===== config.mk =====
export PLATFORM = sky130hd
export DESIGN_NAME = crc_mem_bist_flat
export DESIGN_NICKNAME = d
export VERILOG_FILES = /design/src/rtl/crc_mem_pkg.sv /design/src/rtl/crc_mem_bist_if.sv /design/src/rtl/crc_bist_timeout.sv /design/src/rtl/crc_mem_bist.sv /design/src/flat_wrapper.sv
export SDC_FILE = /design/constraint.sdc
export NUM_CORES = 1
export LEC_CHECK = 0
export ABC_AREA = 1
export ABC_CLOCK_PERIOD_IN_PS = 2000
export BUFFER_PORTS_ARGS = -buffer_cell sky130_fd_sc_hd__buf_2
export CAP_MARGIN = 10
export CORE_UTILIZATION = 55
export CTS_BUF_LIST = sky130_fd_sc_hd__clkbuf_2 sky130_fd_sc_hd__clkbuf_4 sky130_fd_sc_hd__clkbuf_8
export DETAILED_ROUTE_END_ITERATION = 16
export GPL_TIMING_DRIVEN = 0
export PLACE_DENSITY_LB_ADDON = 0.05
export SLEW_MARGIN = 25
export SYNTH_ARGS = -nofsm -noshare
export SYNTH_HDL_FRONTEND = slang
export SYNTH_SLANG_ARGS = --single-unit

===== constraint.sdc =====
create_clock -name clk -period 2 [get_ports clk]
set_input_delay 0.4 -clock clk [delete_from_list [all_inputs] [get_ports clk]]
set_output_delay 0.4 -clock clk [all_outputs]
set_load 0.1 [all_outputs]

===== src/rtl/crc_mem_pkg.sv =====
// Shared types and constants for the CRC memory self-test initiator.
package crc_mem_pkg;

    localparam int ADDR_W_DEF = 4;
    localparam int DATA_W_DEF = 8;
    localparam int ERR_CNT_W  = 6;

    // Burst code n means n+1 adjacent bits are flipped by the memory's fault injector.
    typedef enum logic [1:0] {
        BURST_1 = 2'd0,
        BURST_2 = 2'd1,
        BURST_3 = 2'd2,
        BURST_4 = 2'd3
    } burst_len_t;

    typedef enum logic [2:0] {
        ST_IDLE,
        ST_WR_ISSUE,
        ST_WR_WAIT,
        ST_RD_ISSUE,
        ST_RD_WAIT,
        ST_NEXT,
        ST_FINISH
    } bist_state_t;

endpackage


===== src/rtl/crc_mem_bist_if.sv =====
// Command/response bus between the self-test initiator and the CRC-protected memory.
interface crc_mem_bist_if
    import crc_mem_pkg::*;
#(
    parameter int ADDR_W = ADDR_W_DEF,
    parameter int DATA_W = DATA_W_DEF
);
    logic              write;
    logic              read;
    logic [ADDR_W-1:0] addr;
    logic [DATA_W-1:0] wdata;
    logic [ADDR_W-1:0] fault_addr;
    logic [1:0]        burst_len;
    logic              fault_enable;
    logic              write_busy;
    logic              read_busy;
    logic              data_valid;
    logic              error_detected;
    logic              completed;
    logic [DATA_W-1:0] rdata;

    modport master (
        output write, read, addr, wdata, fault_addr, burst_len, fault_enable,
        input  write_busy, read_busy, data_valid, error_detected, completed, rdata
    );

    modport slave (
        input  write, read, addr, wdata, fault_addr, burst_len, fault_enable,
        output write_busy, read_busy, data_valid, error_detected, completed, rdata
    );
endinterface


===== src/rtl/crc_bist_timeout.sv =====
// Command watchdog: loads TIMEOUT-1 on clear, counts down while enabled, expires at zero.
module crc_bist_timeout #(
    parameter int TIMEOUT = 32
) (
    input  logic clk,
    input  logic rst_n,
    input  logic clear,
    input  logic count_en,
    output logic expire
);
    localparam int             CNT_W    = $clog2(TIMEOUT) + 1;
    localparam logic [CNT_W-1:0] LOAD_VAL = CNT_W'(TIMEOUT - 1);

    logic [CNT_W-1:0] count;

    always_ff @(posedge clk or negedge rst_n) begin
        if (!rst_n) begin
            count <= '0;
        end else if (clear) begin
            count <= LOAD_VAL;
        end else if (count_en && (count != '0)) begin
            count <= count - CNT_W'(1);
        end
    end

    assign expire = (count == '0);
endmodule


===== src/rtl/crc_mem_bist.sv =====
// Two-pass write/read-back self test of the CRC-protected memory.
// Optional read-side fault injection is enabled by defining CRC_BIST_FAULT_INJ_EN.
//
// state     | meaning
// IDLE      | waiting for start, results held
// WR_ISSUE  | waiting for memory idle, then strobe a write
// WR_WAIT   | waiting for write completion
// RD_ISSUE  | waiting for memory idle, then strobe a read
// RD_WAIT   | waiting for read completion, check result
// NEXT      | advance address or pass after a read
// FINISH    | pulse done, publish pass
module crc_mem_bist
    import crc_mem_pkg::*;
#(
    parameter int              ADDR_W  = ADDR_W_DEF,
    parameter int              DATA_W  = DATA_W_DEF,
    parameter logic [DATA_W-1:0] SEED  = DATA_W'(8'h5A),
    parameter int              TIMEOUT = 32
) (
    input  logic                 clk,
    input  logic                 rst_n,
    input  logic                 start,
    input  logic [ADDR_W-1:0]    inj_fault_addr,
    input  logic [1:0]           inj_burst_len,
    output logic                 busy,
    output logic                 done,
    output logic                 pass,
    output logic [ERR_CNT_W-1:0] err_count,
    output logic [ADDR_W-1:0]    first_fail_addr,
    output logic                 first_fail_pass,
    output logic                 timeout_err,
    crc_mem_bist_if.master       mem
);
    localparam logic [ADDR_W-1:0]    ADDR_MAX    = '1;
    localparam logic [ERR_CNT_W-1:0] ERR_CNT_MAX = '1;

    bist_state_t       state, state_nxt;
    logic [ADDR_W-1:0] addr;
    logic              pass_idx;
    logic [DATA_W-1:0] exp_word;
    logic              mem_idle, issue_wr, issue_rd, in_wait, rd_fail, to_expire;
    logic              mem_write_q, mem_read_q, fault_en_q;
    logic [ADDR_W-1:0] mem_addr_q;
    logic [DATA_W-1:0] mem_wdata_q;

    // Pass 1 uses the bitwise inverse of the pass-0 pattern.
    assign exp_word = (DATA_W'(addr) ^ SEED) ^ {DATA_W{pass_idx}};
    assign mem_idle = ~mem.write_busy & ~mem.read_busy;
    assign issue_wr = (state == ST_WR_ISSUE) && mem_idle;
    assign issue_rd = (state == ST_RD_ISSUE) && mem_idle;
    assign in_wait  = (state == ST_WR_WAIT) || (state == ST_RD_WAIT);
    assign rd_fail  = mem.error_detected | ~mem.data_valid | (mem.rdata != exp_word);

    crc_bist_timeout #(.TIMEOUT(TIMEOUT)) u_timeout (
        .clk      (clk),
        .rst_n    (rst_n),
        .clear    (issue_wr | issue_rd),
        .count_en (in_wait & ~mem.completed),
        .expire   (to_expire)
    );

    always_ff @(posedge clk or negedge rst_n) begin
        if (!rst_n) state <= ST_IDLE;
        else        state <= state_nxt;
    end

    always_comb begin
        state_nxt = state;
        case (state)
            ST_IDLE:     if (start) state_nxt = ST_WR_ISSUE;
            ST_WR_ISSUE: if (mem_idle) state_nxt = ST_WR_WAIT;
            ST_WR_WAIT: begin
                if (mem.completed) state_nxt = (addr == ADDR_MAX) ? ST_RD_ISSUE : ST_WR_ISSUE;
                else if (to_expire) state_nxt = ST_FINISH;
            end
            ST_RD_ISSUE: if (mem_idle) state_nxt = ST_RD_WAIT;
            ST_RD_WAIT: begin
                if (mem.completed) state_nxt = ST_NEXT;
                else if (to_expire) state_nxt = ST_FINISH;
            end
            ST_NEXT: begin
                if (addr != ADDR_MAX) state_nxt = ST_RD_ISSUE;
                else if (!pass_idx)   state_nxt = ST_WR_ISSUE;
                else                  state_nxt = ST_FINISH;
            end
            ST_FINISH:   state_nxt = ST_IDLE;
            default:     state_nxt = ST_IDLE;
        endcase
    end

    always_comb begin
        busy = 1'b0;
        done = 1'b0;
        case (state)
            ST_IDLE:   ;
            ST_FINISH: done = 1'b1;
            default:   busy = 1'b1;
        endcase
    end

`ifdef CRC_BIST_FAULT_INJ_EN
    localparam logic RD_FAULT_EN = 1'b1;
    logic [ADDR_W-1:0] inj_addr_q;
    burst_len_t        inj_burst_q;

    always_ff @(posedge clk or negedge rst_n) begin
        if (!rst_n) begin
            inj_addr_q  <= '0;
            inj_burst_q <= BURST_1;
        end else if ((state == ST_IDLE) && start) begin
            inj_addr_q  <= inj_fault_addr;
            inj_burst_q <= burst_len_t'(inj_burst_len);
        end
    end

    assign mem.fault_addr = inj_addr_q;
    assign mem.burst_len  = inj_burst_q;
`else
    localparam logic RD_FAULT_EN = 1'b0;
    logic unused_inj;

    assign unused_inj     = ^{inj_fault_addr, inj_burst_len};
    assign mem.fault_addr = '0;
    assign mem.burst_len  = BURST_1;
`endif

    always_ff @(posedge clk or negedge rst_n) begin
        if (!rst_n) begin
            addr            <= '0;
            pass_idx        <= 1'b0;
            err_count       <= '0;
            first_fail_addr <= '0;
            first_fail_pass <= 1'b0;
            timeout_err     <= 1'b0;
            pass            <= 1'b0;
            mem_write_q     <= 1'b0;
            mem_read_q      <= 1'b0;
            fault_en_q      <= 1'b0;
            mem_addr_q      <= '0;
            mem_wdata_q     <= '0;
        end else begin
            mem_write_q <= 1'b0;
            mem_read_q  <= 1'b0;
            case (state)
                ST_IDLE: if (start) begin
                    err_count       <= '0;
                    first_fail_addr <= '0;
                    first_fail_pass <= 1'b0;
                    timeout_err     <= 1'b0;
                    pass            <= 1'b0;
                    addr            <= '0;
                    pass_idx        <= 1'b0;
                end
                ST_WR_ISSUE: if (mem_idle) begin
                    mem_write_q <= 1'b1;
                    mem_addr_q  <= addr;
                    mem_wdata_q <= exp_word;
                    fault_en_q  <= 1'b0;
                end
                ST_WR_WAIT: begin
                    if (mem.completed)  addr <= (addr == ADDR_MAX) ? '0 : addr + ADDR_W'(1);
                    else if (to_expire) timeout_err <= 1'b1;
                end
                ST_RD_ISSUE: if (mem_idle) begin
                    mem_read_q <= 1'b1;
                    mem_addr_q <= addr;
                    fault_en_q <= RD_FAULT_EN;
                end
                ST_RD_WAIT: begin
                    if (mem.completed) begin
                        if (rd_fail) begin
                            // err_count is still zero only for the very first failing read
                            if (err_count == '0) begin
                                first_fail_addr <= addr;
                                first_fail_pass <= pass_idx;
                            end
                            if (err_count != ERR_CNT_MAX) err_count <= err_count + ERR_CNT_W'(1);
                        end
                    end else if (to_expire) begin
                        timeout_err <= 1'b1;
                    end
                end
                ST_NEXT: begin
                    if (addr != ADDR_MAX) begin
                        addr <= addr + ADDR_W'(1);
                    end else if (!pass_idx) begin
                        pass_idx <= 1'b1;
                        addr     <= '0;
                    end
                end
                ST_FINISH: begin
                    pass       <= (err_count == '0) && !timeout_err;
                    fault_en_q <= 1'b0;
                end
                default: ;
            endcase
        end
    end

    assign mem.write        = mem_write_q;
    assign mem.read         = mem_read_q;
    assign mem.addr         = mem_addr_q;
    assign mem.wdata        = mem_wdata_q;
    assign mem.fault_enable = fault_en_q;
endmodule


===== src/flat_wrapper.sv =====
// flat-port wrapper written by rule: the top's interface ports become plain ports
module crc_mem_bist_flat import crc_mem_pkg::*;
#(
    parameter int              ADDR_W  = ADDR_W_DEF,
    parameter int              DATA_W  = DATA_W_DEF,
    parameter logic [DATA_W-1:0] SEED  = DATA_W'(8'h5A),
    parameter int              TIMEOUT = 32
)
  (clk, rst_n, start, inj_fault_addr, inj_burst_len, busy, done, pass, err_count, first_fail_addr, first_fail_pass, timeout_err, mem_write, mem_read, mem_addr, mem_wdata, mem_fault_addr, mem_burst_len, mem_fault_enable, mem_write_busy, mem_read_busy, mem_data_valid, mem_error_detected, mem_completed, mem_rdata);
  crc_mem_bist_if #(.ADDR_W(ADDR_W), .DATA_W(DATA_W)) mem_i ();
  input  logic clk;
  input  logic rst_n;
  input  logic start;
  input  logic [ADDR_W-1:0] inj_fault_addr;
  input  logic [1:0] inj_burst_len;
  output logic busy;
  output logic done;
  output logic pass;
  output logic [ERR_CNT_W-1:0] err_count;
  output logic [ADDR_W-1:0] first_fail_addr;
  output logic first_fail_pass;
  output logic timeout_err;
  output wire logic [$bits(mem_i.write)-1:0] mem_write;
  output wire logic [$bits(mem_i.read)-1:0] mem_read;
  output wire logic [$bits(mem_i.addr)-1:0] mem_addr;
  output wire logic [$bits(mem_i.wdata)-1:0] mem_wdata;
  output wire logic [$bits(mem_i.fault_addr)-1:0] mem_fault_addr;
  output wire logic [$bits(mem_i.burst_len)-1:0] mem_burst_len;
  output wire logic [$bits(mem_i.fault_enable)-1:0] mem_fault_enable;
  input wire logic [$bits(mem_i.write_busy)-1:0] mem_write_busy;
  input wire logic [$bits(mem_i.read_busy)-1:0] mem_read_busy;
  input wire logic [$bits(mem_i.data_valid)-1:0] mem_data_valid;
  input wire logic [$bits(mem_i.error_detected)-1:0] mem_error_detected;
  input wire logic [$bits(mem_i.completed)-1:0] mem_completed;
  input wire logic [$bits(mem_i.rdata)-1:0] mem_rdata;
  assign mem_write = mem_i.write;
  assign mem_read = mem_i.read;
  assign mem_addr = mem_i.addr;
  assign mem_wdata = mem_i.wdata;
  assign mem_fault_addr = mem_i.fault_addr;
  assign mem_burst_len = mem_i.burst_len;
  assign mem_fault_enable = mem_i.fault_enable;
  assign mem_i.write_busy = mem_write_busy;
  assign mem_i.read_busy = mem_read_busy;
  assign mem_i.data_valid = mem_data_valid;
  assign mem_i.error_detected = mem_error_detected;
  assign mem_i.completed = mem_completed;
  assign mem_i.rdata = mem_rdata;
  crc_mem_bist #(.ADDR_W(ADDR_W), .DATA_W(DATA_W), .SEED(SEED), .TIMEOUT(TIMEOUT)) u_core (.clk(clk), .rst_n(rst_n), .start(start), .inj_fault_addr(inj_fault_addr), .inj_burst_len(inj_burst_len), .busy(busy), .done(done), .pass(pass), .err_count(err_count), .first_fail_addr(first_fail_addr), .first_fail_pass(first_fail_pass), .timeout_err(timeout_err), .mem(mem_i));
endmodule

==> results of run 1 <==
[registers in the layout, indices dropped and copies added (netlist names), 3 cells and up]
signal / count
u_core.addr: 4
u_core.u_timeout.count: 6
u_core.mem.wdata: 6
u_core.state: 3
u_core.err_count: 6
u_core.first_fail_addr: 4
u_core.mem.addr: 4
[layout make-up]
cell class              instances  area share, %
clock inverters                 2           1.26
plain buffers                  14           3.51
repair buffers                 44           8.10
inverters                      41           5.53
clock buffers                   6           2.97
multi-input cells             226           41.2
flip-flops and latches         39           35.2
well taps                      50           2.25
[synthesized netlist by cell type]
| cell type | instances |
|---|---|
| nand3_2 | 2 |
| conb_1 | 1 |
| buf_2 | 3 |
| or2_1 | 1 |
| inv_1 | 31 |
| ha_1 | 4 |
| nor3_1 | 5 |
| a31oi_1 | 2 |
| buf_6 | 1 |
| dfrtp_1 | 39 |
| nand3b_1 | 2 |
| nand3_1 | 33 |
| nand2_2 | 8 |
| o21ai_0 | 13 |
| buf_4 | 9 |
| a21oi_1 | 7 |
| nor2_4 | 4 |
| xnor2_1 | 2 |
| clkbuf_1 | 1 |
| nand2_1 | 82 |
| o21ai_2 | 3 |
| nor2_2 | 4 |
| o22ai_1 | 3 |
| nor2_8 | 1 |
| o21ai_1 | 9 |
| nand4_1 | 3 |
| nor2_1 | 27 |
| nand2_4 | 2 |
| xor2_1 | 2 |
| inv_2 | 10 |
[per-stage QoR]
step / power, W / cells / instance area [um2] / util (%) / setup slack, ns
global route: 0.00442 / 422 / 2780 / 68.5 / 0.0301
detailed placement: 0.00350 / 414 / 2660 / 65.5 / 0.203
finish: 0.00418 / 422 / 2780 / 68.5 / 0.0930
CTS: 0.00420 / 422 / 2780 / 68.5 / 0.0979
floorplan: 0.00313 / 320 / 2380 / - / -0.00361
global placement: 0.00347 / 414 / 2660 / 65.5 / 0.271
[critical path, cell delays in order (launching register included)]
cell and delay, ns:
dfrtp_1 0.57, nor2_4 0.09, nand2_2 0.12, inv_2 0.06, nor2_2 0.07, buf_4 0.29
[metal layers]
layer,global-route usage [%],routed length [um],up-vias
li1,-,-,1095
met1,34.0,2390,967
met2,38.4,2360,52
met3,5.57,201,5
met4,6.38,46,0
met5,0,0,-
[where the power goes]
part / leakage [nW] / total [W] / internal [W] / switching (W)
Clock: 0.0612 / 0.000678 / 0.000404 / 0.000275
Sequential: 0.504 / 0.00114 / 0.000975 / 0.000167
Combinational: 0.958 / 0.00236 / 0.000485 / 0.00187
Total: 1.52 / 0.00418 / 0.00186 / 0.00231
[how the worst max path moves through the flow]
stage	endpoint	slack, ns	cells after the start	startpoint
global placement	u_core.u_timeout.count[0]	0.27	9	u_core.u_timeout.count[0]
CTS	busy	0.1	5	u_core.state[1]
finish	busy	0.09	5	u_core.state[1]
floorplan	busy	-0.004	3	u_core.state[1]
detailed placement	u_core.u_timeout.count[0]	0.20	9	u_core.u_timeout.count[0]
global route	busy	0.03	5	u_core.state[1]
[cell families after synthesis]
family | synth area share (%)
adders and majority gates | 2.14
DFF | 41.7
buffers and inverters | 10.7
and+or+nand+nor | 35.1
other | 0.160
xor gates and xnor gates | 1.50
AOI/OAI and AO/OA | 8.66
[what timing repair did]
| action | in CTS | in global routing |
|---|---|---|
| setup buffers | 0 | 0 |
| gates resized for setup | 2 | 0 |
| setup endpoints to repair | 2 | 0 |
==> impl_results.md, run 1 <==
- Total grt overflow: 0
- Clock Latency Late Sink: 0.29 ns
- Synth top area share: 41.7%
- Reg2Reg Capture Point: u_core.u_timeout.count[0]
- # diodes: 0
- Worst Path Max Fanout: 7
- CTS root buf: clkbuf_8
- HP Class: in -> async
- Setup TNS: 0 ns
- Reg2Reg Launch Point: u_core.u_timeout.count[0]
- Standard-cell row count: 23
- Die Ht: 67.2 um
- Number of max-cap violations: 0
- Share of cells above drive strength 1: 27.7%
- Area leader, netlist: dfrtp_1
- Vias per inst: 5.02
- Sequential area share after synthesis: 41.7%
- Static Leak: 1.52 nW
- Commonest non-fill, non-tap cell in the layout: nand2_1
- Seq. cell area: 978 um2
- Pwr Density: 1500 nW/um2
- Antenna-violating nets left: 0
- Area of the multi-input gates: 1150 um2
- Post-Syn Area per Cell: 7.46 um2
- TritonCTS Buffers: 5
- Die ar.: 4520 um2
- Initial Utilization: 57.7%
- H-tree depth: 2
- Area of the mapped netlist: 2340 um2
- Final nets: 397
- Critical path arrival: 1.51 ns
- Setup Crit Path Kind: reg -> out
- TritonRoute pass-1 iters: 5
- Post-Synthesis Cells: 314
- Unique masters post-synth: 30
- Fin Hold WS: 0.220 ns
- Period utilization: 95.3%
- DRC Markers: 0
- Clk sink count: 39
- CTS Hold Buffers Added: 0
- Slew @ Worst Pin: 0.866 ns
- Yosys Warn Count: 0
- Final setup fails: 0
- Gpl congestion: 0.809
- Max VDD drop: 1.19 mV
- Synth top area cells: dfrtp_1, nand2_1, nand3_1
- Initial antenna violation count: 0
- FMAX: 524 MHz
- Clock Pin Slew Worst Setup and Hold Paths: 0.07 ns
- Vias in the first global route: 1850
- Number of fillers in the final layout: 343
- WL/cell: 11.8 um
- Half-perimeter wire length after placement: 3.64 mm
- WL final: 5.00 mm
- Area grow syn2layout: 18.8%
- Final hold viol count: 0
- Max Buffers Root-to-Sink: 2
- CTS tree: yes
- Status: complete, no violations
- First-pass GRT wire length: 8.27 mm
- Die Span X: 67.2 um
- Largest net degree at the start of global routing: 40
- # IOs: 58
- #FFs+latches synth: 39
- Clock Skews: 0.00596 ns
- Worst setup SP type: flip-flop
- R2R Setup Slk: 0.18 ns
- Final Max Tran Viols: 0
- Path depth of the worst reg2reg path: 9
- RSZ-0062 raised after global routing: no
- Headroom to the max-slew limit: 42.3%
- Gr usage total: 24.5%
- Worst path required time: 1.60 ns
- Crit end category: output port
- PortBufs: 44
- Detailed Route Iter0 Violations: 115
- Core Region: 4060 um2
- Routed via count: 2119
- Period minus WS final: 1.91 ns
- Commonest non-fill, non-tap cells in the layout: nand2_1, buf_2, dfrtp_1
No activity file was read; power rests on OpenSTA's default activity.
==> inputs of run 2 (changes only) <==
--- a/config.mk
+++ b/config.mk
@@ -13,7 +13,7 @@
 export CTS_BUF_LIST = sky130_fd_sc_hd__clkbuf_2 sky130_fd_sc_hd__clkbuf_4 sky130_fd_sc_hd__clkbuf_8
 export DETAILED_ROUTE_END_ITERATION = 16
 export GPL_TIMING_DRIVEN = 0
-export PLACE_DENSITY_LB_ADDON = 0.05
+export PLACE_DENSITY_LB_ADDON = 0.08
 export SLEW_MARGIN = 25
 export SYNTH_ARGS = -nofsm -noshare
 export SYNTH_HDL_FRONTEND = slang
==> run 2 against run 1 <==
Combinational power about the same. Worst setup slack improved by 0.0082 ns. Wire length shrank 2.0%. Critical path type unchanged. Hold slack got worse by 0.0085 ns. Register-to-register slack improved by 0.12 ns. Sequential cell count did not move. Critical endpoint unchanged. Total power rose by 2.7%.
==> impl_results.md, run 2 (synthesis results as in run 1) <==
- Reg2Reg Capture Point: u_core.u_timeout.count[0]
- Initial Utilization: 57.7% (unchanged)
- Pwr Density: 1530 nW/um2 (+1.8%)
- Final Max Tran Viols: 0 (unchanged)
- # diodes: 0 (unchanged)
- # IOs: 58 (unchanged)
- WL/cell: 11.6 um (-2.0%)
- TritonRoute pass-1 iters: 4 (-1)
- Logic pwr share: 54.7% (-1.7 points)
- PortBufs: 44 (unchanged)
- WL final: 4.90 mm (-2.0%)
- Number of max-cap violations: 0 (unchanged)
- Clk sink count: 39 (unchanged)
- Initial antenna violation count: 0 (unchanged)
- Final hold viol count: 0 (unchanged)
- Final setup fails: 0 (unchanged)
- Crit end category: output port
- Worst Path Max Fanout: 7 (unchanged)
- Area grow syn2layout: 19.8%
- DRC Markers: 0 (unchanged)
- Die ar.: 4520 um2 (unchanged)
- Standard-cell row count: 23 (unchanged)
- Setup Crit Path Kind: reg -> out
- Antenna-violating nets left: 0 (unchanged)
- Gpl congestion: 0.863 (+6.7%)
- Commonest non-fill, non-tap cells in the layout: nand2_1, buf_2, dfrtp_1
- Clock power share: 18.6% (+2.4 points)
- Total grt overflow: 0 (unchanged)
- HP Class: in -> async
- Critical path arrival: 1.50 ns (about the same)
- First-pass GRT wire length: 8.28 mm (+0.17%)
- CTS root buf: clkbuf_8
- Final Instance Count excl. Fillers: 422 (unchanged)
- Routed via count: 2095 (-1.1%)
- Worst path required time: 1.60 ns (about the same)
- Share of cells above drive strength 1: 28.0% (+0.27 points)
- CTS tree: yes
- Seq pwr share: 26.7% (-0.6 points)
- RSZ-0062 raised after global routing: no
- Detailed Route Iter0 Violations: 112 (-2.6%)
- Period minus WS final: 1.90 ns (-0.00817 ns)
- Path depth of the worst reg2reg path: 9 (unchanged)
- Max VDD drop: 0.918 mV (-23%)
- Half-perimeter wire length after placement: 3.57 mm (-1.7%)
- Clock Pin Slew Worst Setup and Hold Paths: 0.08 ns (about the same)
- Final nets: 397 (unchanged)
- Dpl cells: 414 (unchanged)
- R2R Setup Slk: 0.30 ns (+0.12 ns)
- Vias per inst: 4.96 (-1.1%)
- Max Buffers Root-to-Sink: 2 (unchanged)
- FMAX: 527 MHz (+0.43%)
- Switch Pwr: 0.00232 W (+0.12%)
- Vias in the first global route: 1913 (+3.4%)
- Clock Skews: 0.00426 ns (-0.00170 ns)
- CTS Hold Buffers Added: 0 (unchanged)
- Core Region: 4060 um2 (unchanged)
- Die Span X: 67.2 um (unchanged)
- Die Ht: 67.2 um (unchanged)
- H-tree depth: 2 (unchanged)
- Reg2Reg Launch Point: u_core.u_timeout.count[0]
- Headroom to the max-slew limit: 41.5% (-0.84 points)
- Period utilization: 94.9% (-0.41 points)
- Slew @ Worst Pin: 0.878 ns (+0.0125 ns)
- Fin Hold WS: 0.212 ns (-0.00850 ns)
- Cell-internal power: 0.00197 W (+5.8%)
- Largest net degree at the start of global routing: 40 (unchanged)
- Net Sw Frac: 54.0% (-1.4 points)
- Worst setup SP type: flip-flop
- Static Leak: 1.53 nW (+0.51%)
- Commonest non-fill, non-tap cell in the layout: nand2_1
- TritonCTS Buffers: 5 (unchanged)
- Clock Latency Late Sink: 0.30 ns (about the same)
- Gr usage total: 24.6% (+0.045 points)
- Status: complete, no violations
-- run 2: cell count changes in the layout (fill, tap and decap cells not counted), sizes merged --
cell	previous run	this run
bufinv	1	2
clkinv	1	0
-- run 2: final cells by class --
type | count | area, um2
plain buffers | 14 | 97.6
clock buffers | 6 | 76.3
clock inverters | 2 | 60.1
fillers | 362 | 1250
inverters | 41 | 154
multi-input cells | 226 | 1150
flip-flops and latches | 39 | 978
well taps | 50 | 62.6
repair buffers | 44 | 225
-- run 2: metal layers --
| layer | GRT usage, % | part of all wire (%) | vias to the layer above |
|---|---|---|---|
| met1 | 31.1 | 46 | 946 |
| met3 | 4.05 | 3.7 | 6 |
| met2 | 40.9 | 49 | 44 |
| met4 | 10.9 | 1.3 | 0 |
| li1 | - | - | 1099 |
| met5 | 0 | 0 | - |
-- run 2: timing repair --
action | CTS | global route
endpoints found under the hold margin | 0 | 0
cloned | 0 | 0
setup buffers | 0 | 0
endpoints found under the setup margin | 2 | 3
resized for setup | 2 | 1
-- run 2: worst max-delay path: stages, from the launching register on --
cell     delay (ns)
dfrtp_1        0.58
nor2_4         0.09
nand2_2        0.12
inv_2          0.05
nor2_2         0.07
buf_4          0.29
-- run 2: stage by stage --
step	setup WS (ns)	total power (W)	setup TNS [ns]	utilization, %	instance area (um2)
final	0.101	0.00429	0	69.1	2810
after global routing	0.0248	0.00454	0	69.1	2810
after CTS	0.0982	0.00430	0	69.0	2800
after detailed placement	0.189	0.00350	0	65.5	2660
after global placement	0.243	0.00347	0	65.5	2660
after floorplan	-0.00361	0.00313	-0.00361	-	2380
-- run 2: worst max-delay path by stage --
stage | start | end | slack (ns) | cells past startpoint
after floorplan | u_core.state[1] | busy | -0.004 | 3
after global placement | u_core.u_timeout.count[0] | u_core.u_timeout.count[0] | 0.24 | 9
after detailed placement | u_core.u_timeout.count[0] | u_core.u_timeout.count[0] | 0.19 | 9
after CTS | u_core.state[1] | busy | 0.1 | 5
after global routing | u_core.state[1] | busy | 0.02 | 5
final | u_core.state[1] | busy | 0.10 | 5
-- run 2: power groups by stage --
stage | logic, W | registers (W) | clock network, W
2_1_floorplan | 0.00123 | 0.00190 | 0
3_3_place_gp | 0.00232 | 0.00115 | 0
3_5_place_dp | 0.00234 | 0.00116 | 0
4_1_cts | 0.00236 | 0.00114 | 0.000804
5_1_grt | 0.00254 | 0.00117 | 0.000833
6_report | 0.00235 | 0.00114 | 0.000797
==> inputs of run 3 (changes only) <==
--- a/config.mk
+++ b/config.mk
@@ -9,7 +9,9 @@
 export ABC_CLOCK_PERIOD_IN_PS = 2000
 export BUFFER_PORTS_ARGS = -buffer_cell sky130_fd_sc_hd__buf_2
 export CAP_MARGIN = 10
-export CORE_UTILIZATION = 55
+export CELL_PAD_IN_SITES_DETAIL_PLACEMENT = 1
+export CELL_PAD_IN_SITES_GLOBAL_PLACEMENT = 2
+export CORE_UTILIZATION = 30
 export CTS_BUF_LIST = sky130_fd_sc_hd__clkbuf_2 sky130_fd_sc_hd__clkbuf_4 sky130_fd_sc_hd__clkbuf_8
 export DETAILED_ROUTE_END_ITERATION = 16
 export GPL_TIMING_DRIVEN = 0
==> constraint.sdc (replaced) <==
create_clock -name clk -period 2 [get_ports clk]
set_input_delay 0.3 -clock clk [delete_from_list [all_inputs] [get_ports clk]]
set_output_delay 0.3 -clock clk [all_outputs]
set_load 0.1 [all_outputs]
==> run 3 against run 2 <==
The flow now finishes with violations (hold timing). Critical path depth shrank 2. Combinational power grew 2%. Total power grew 1.4%. Sequential cell count is the same. Largest cell class unchanged.
==> impl_results.md, run 3 (synthesis results as in run 1) <==
- Half-perimeter wire length after placement: 4.71 mm (+32%)
- CP delay by family, top: flip-flops
- Commonest non-fill, non-tap cell in the layout: nand2_1
- Die Span X: 90.3 um (+34%)
- Path depth of the worst reg2reg path: 9 (unchanged)
- CP Buf/Inv Count: 1 (-1)
- FMAX: 539 MHz (+2.3%)
- WL/cell: 13.0 um (+12%)
- Pwr Density: 1520 nW/um2 (-0.88%)
- # diodes: 0 (unchanged)
- Crit end category: output port
- Core Region: 7410 um2 (+83%)
- CTS root buf: clkbuf_8
- Area grow syn2layout: 22.6%
- DRC Markers: 0 (unchanged)
- Clock Latency Late Sink: 0.30 ns (about the same)
- Gr usage total: 16.5% (-8.0 points)
- Gpl congestion: 0.837 (-2.9%)
- Status: finished with violations
- Max VDD drop: 0.939 mV (+2.2%)
- Largest net degree at the start of global routing: 40 (unchanged)
- TritonRoute pass-1 iters: 4 (unchanged)
- Routed via count: 2147 (+2.5%)
- Worst setup SP type: flip-flop
- Total grt overflow: 0 (unchanged)
- Final Max Tran Viols: 0 (unchanged)
- Critical path arrival: 1.56 ns (+0.06 ns)
- Max Buffers Root-to-Sink: 2 (unchanged)
- Failing checks: hold timing
- Reg2Reg Launch Point: u_core.u_timeout.count[0]
- Clk sink count: 39 (unchanged)
- Slowest Stage Delay on Critical Path: 0.60 ns (+0.02 ns)
- Initial antenna violation count: 0 (unchanged)
- Slew @ Worst Pin: 0.516 ns (-0.362 ns)
- H-tree depth: 2 (unchanged)
- Static Leak: 1.53 nW (about the same)
- Standard-cell row count: 31 (+35%)
- Die Ht: 90.3 um (+34%)
- Slowest cell on the critical path: dfrtp_1
- CTS tree: yes
- Number of max-cap violations: 0 (unchanged)
- Crit-path cells: nand2_1, nor2_4, clkbuf_4
- Fin Hold WS: -0.0345 ns (-0.246 ns)
- Period minus WS final: 1.86 ns (-0.0429 ns)
- Share of cells above drive strength 1: 28.0% (unchanged)
- Commonest non-fill, non-tap cells in the layout: nand2_1, buf_2, dfrtp_1
- Final setup fails: 0 (unchanged)
- RSZ-0062 raised after global routing: no
- Initial Utilization: 31.6% (-26 points)
- Worst path required time: 1.70 ns (+0.10 ns)
- Die ar.: 8160 um2 (+80%)
- Detailed Route Iter0 Violations: 40 (-64%)
- Clock Pin Slew Worst Setup and Hold Paths: 0.08 ns (about the same)
- Period utilization: 92.8% (-2.1 points)
- Vias per inst: 4.56 (-8.2%)
- CTS Hold Buffers Added: 0 (unchanged)
- PortBufs: 44 (unchanged)
- Setup Crit Path Kind: reg -> out
- Vias in the first global route: 2153 (+13%)
- Reg2Reg Capture Point: u_core.u_timeout.count[0]
- Worst Path Max Fanout: 7 (unchanged)
- WL final: 6.13 mm (+25%)
- HP Class: in -> async
- Final instance area: 2870 um2 (+2.3%)
- Headroom to the max-slew limit: 65.6% (+24 points)
- Final hold viol count: 39 (+39)
- # IOs: 58 (unchanged)
- Antenna-violating nets left: 0 (unchanged)
- Post-DP Area: 2720 um2 (+2.3%)
- Setup TNS: 0 ns (unchanged)
- TritonCTS Buffers: 5 (unchanged)
- First-pass GRT wire length: 10.7 mm (+30%)
- Final nets: 397 (unchanged)
- Setup WS post-layout: 0.144 ns (+0.0429 ns)
- R2R Setup Slk: 0.26 ns (-0.04 ns)
- Setup WS pre-CTS: 0.114 ns (-0.0748 ns)
- Clock Skews: 0.00785 ns (+0.00359 ns)
[run 3: worst max path at each step]
stage                     depth (start not counted)  slack [ns]                      start                   endpoint
final                                             3        0.14            u_core.state[1]                       done
after global placement                            9        0.14  u_core.u_timeout.count[0]  u_core.u_timeout.count[0]
after CTS                                         3        0.02            u_core.state[1]                       done
after detailed placement                          9        0.11  u_core.u_timeout.count[0]  u_core.u_timeout.count[4]
after global routing                              3        0.03            u_core.state[1]                       done
after floorplan                                   3         0.1            u_core.state[1]                       busy
[run 3: metrics by stage]
| step | total power [W] | hold slack, ns | utilization [%] | cells |
|---|---|---|---|---|
| finish | 0.00435 | -0.0345 | 38.7 | 471 |
| global route | 0.00462 | 0.0102 | 38.7 | 471 |
| CTS | 0.00441 | 0.171 | 38.6 | 471 |
| detailed placement | 0.00357 | 0.457 | 36.7 | 463 |
| global placement | 0.00353 | 0.452 | 36.7 | 463 |
| floorplan | 0.00313 | 0.00441 | - | 320 |
[run 3: power breakdown]
part / total (W) / leakage (nW) / switching, W / internal, W
Sequential: 0.00115 / 0.504 / 0.000174 / 0.000974
Clock: 0.000811 / 0.0688 / 0.000298 / 0.000513
Combinational: 0.00239 / 0.959 / 0.00190 / 0.000486
Total: 0.00435 / 1.53 / 0.00237 / 0.00197
[run 3: final cells by class]
class,count,area [um2]
fill,974,4540
multi-input combinational,226,1150
clock inverter,2,60.1
tap,99,124
sequential,39,978
timing repair buffer,44,228
clock buffer,6,76.3
inverter,41,154
buffer,14,97.6
[run 3: what timing repair did]
item                                    4_1_cts  5_1_grt
endpoints found under the setup margin        1        6
gates resized for setup                       1        2
buffers inserted                              0        0
pin swaps                                     0        0
[run 3: metal layers]
layer | up-vias | track usage (%) | wire, um
met1 | 1004 | 21.7 | 3090
met5 | - | 0 | 0
met2 | 35 | 27.2 | 2740
met3 | 8 | 3.37 | 217
met4 | 0 | 5.24 | 82
li1 | 1100 | - | -
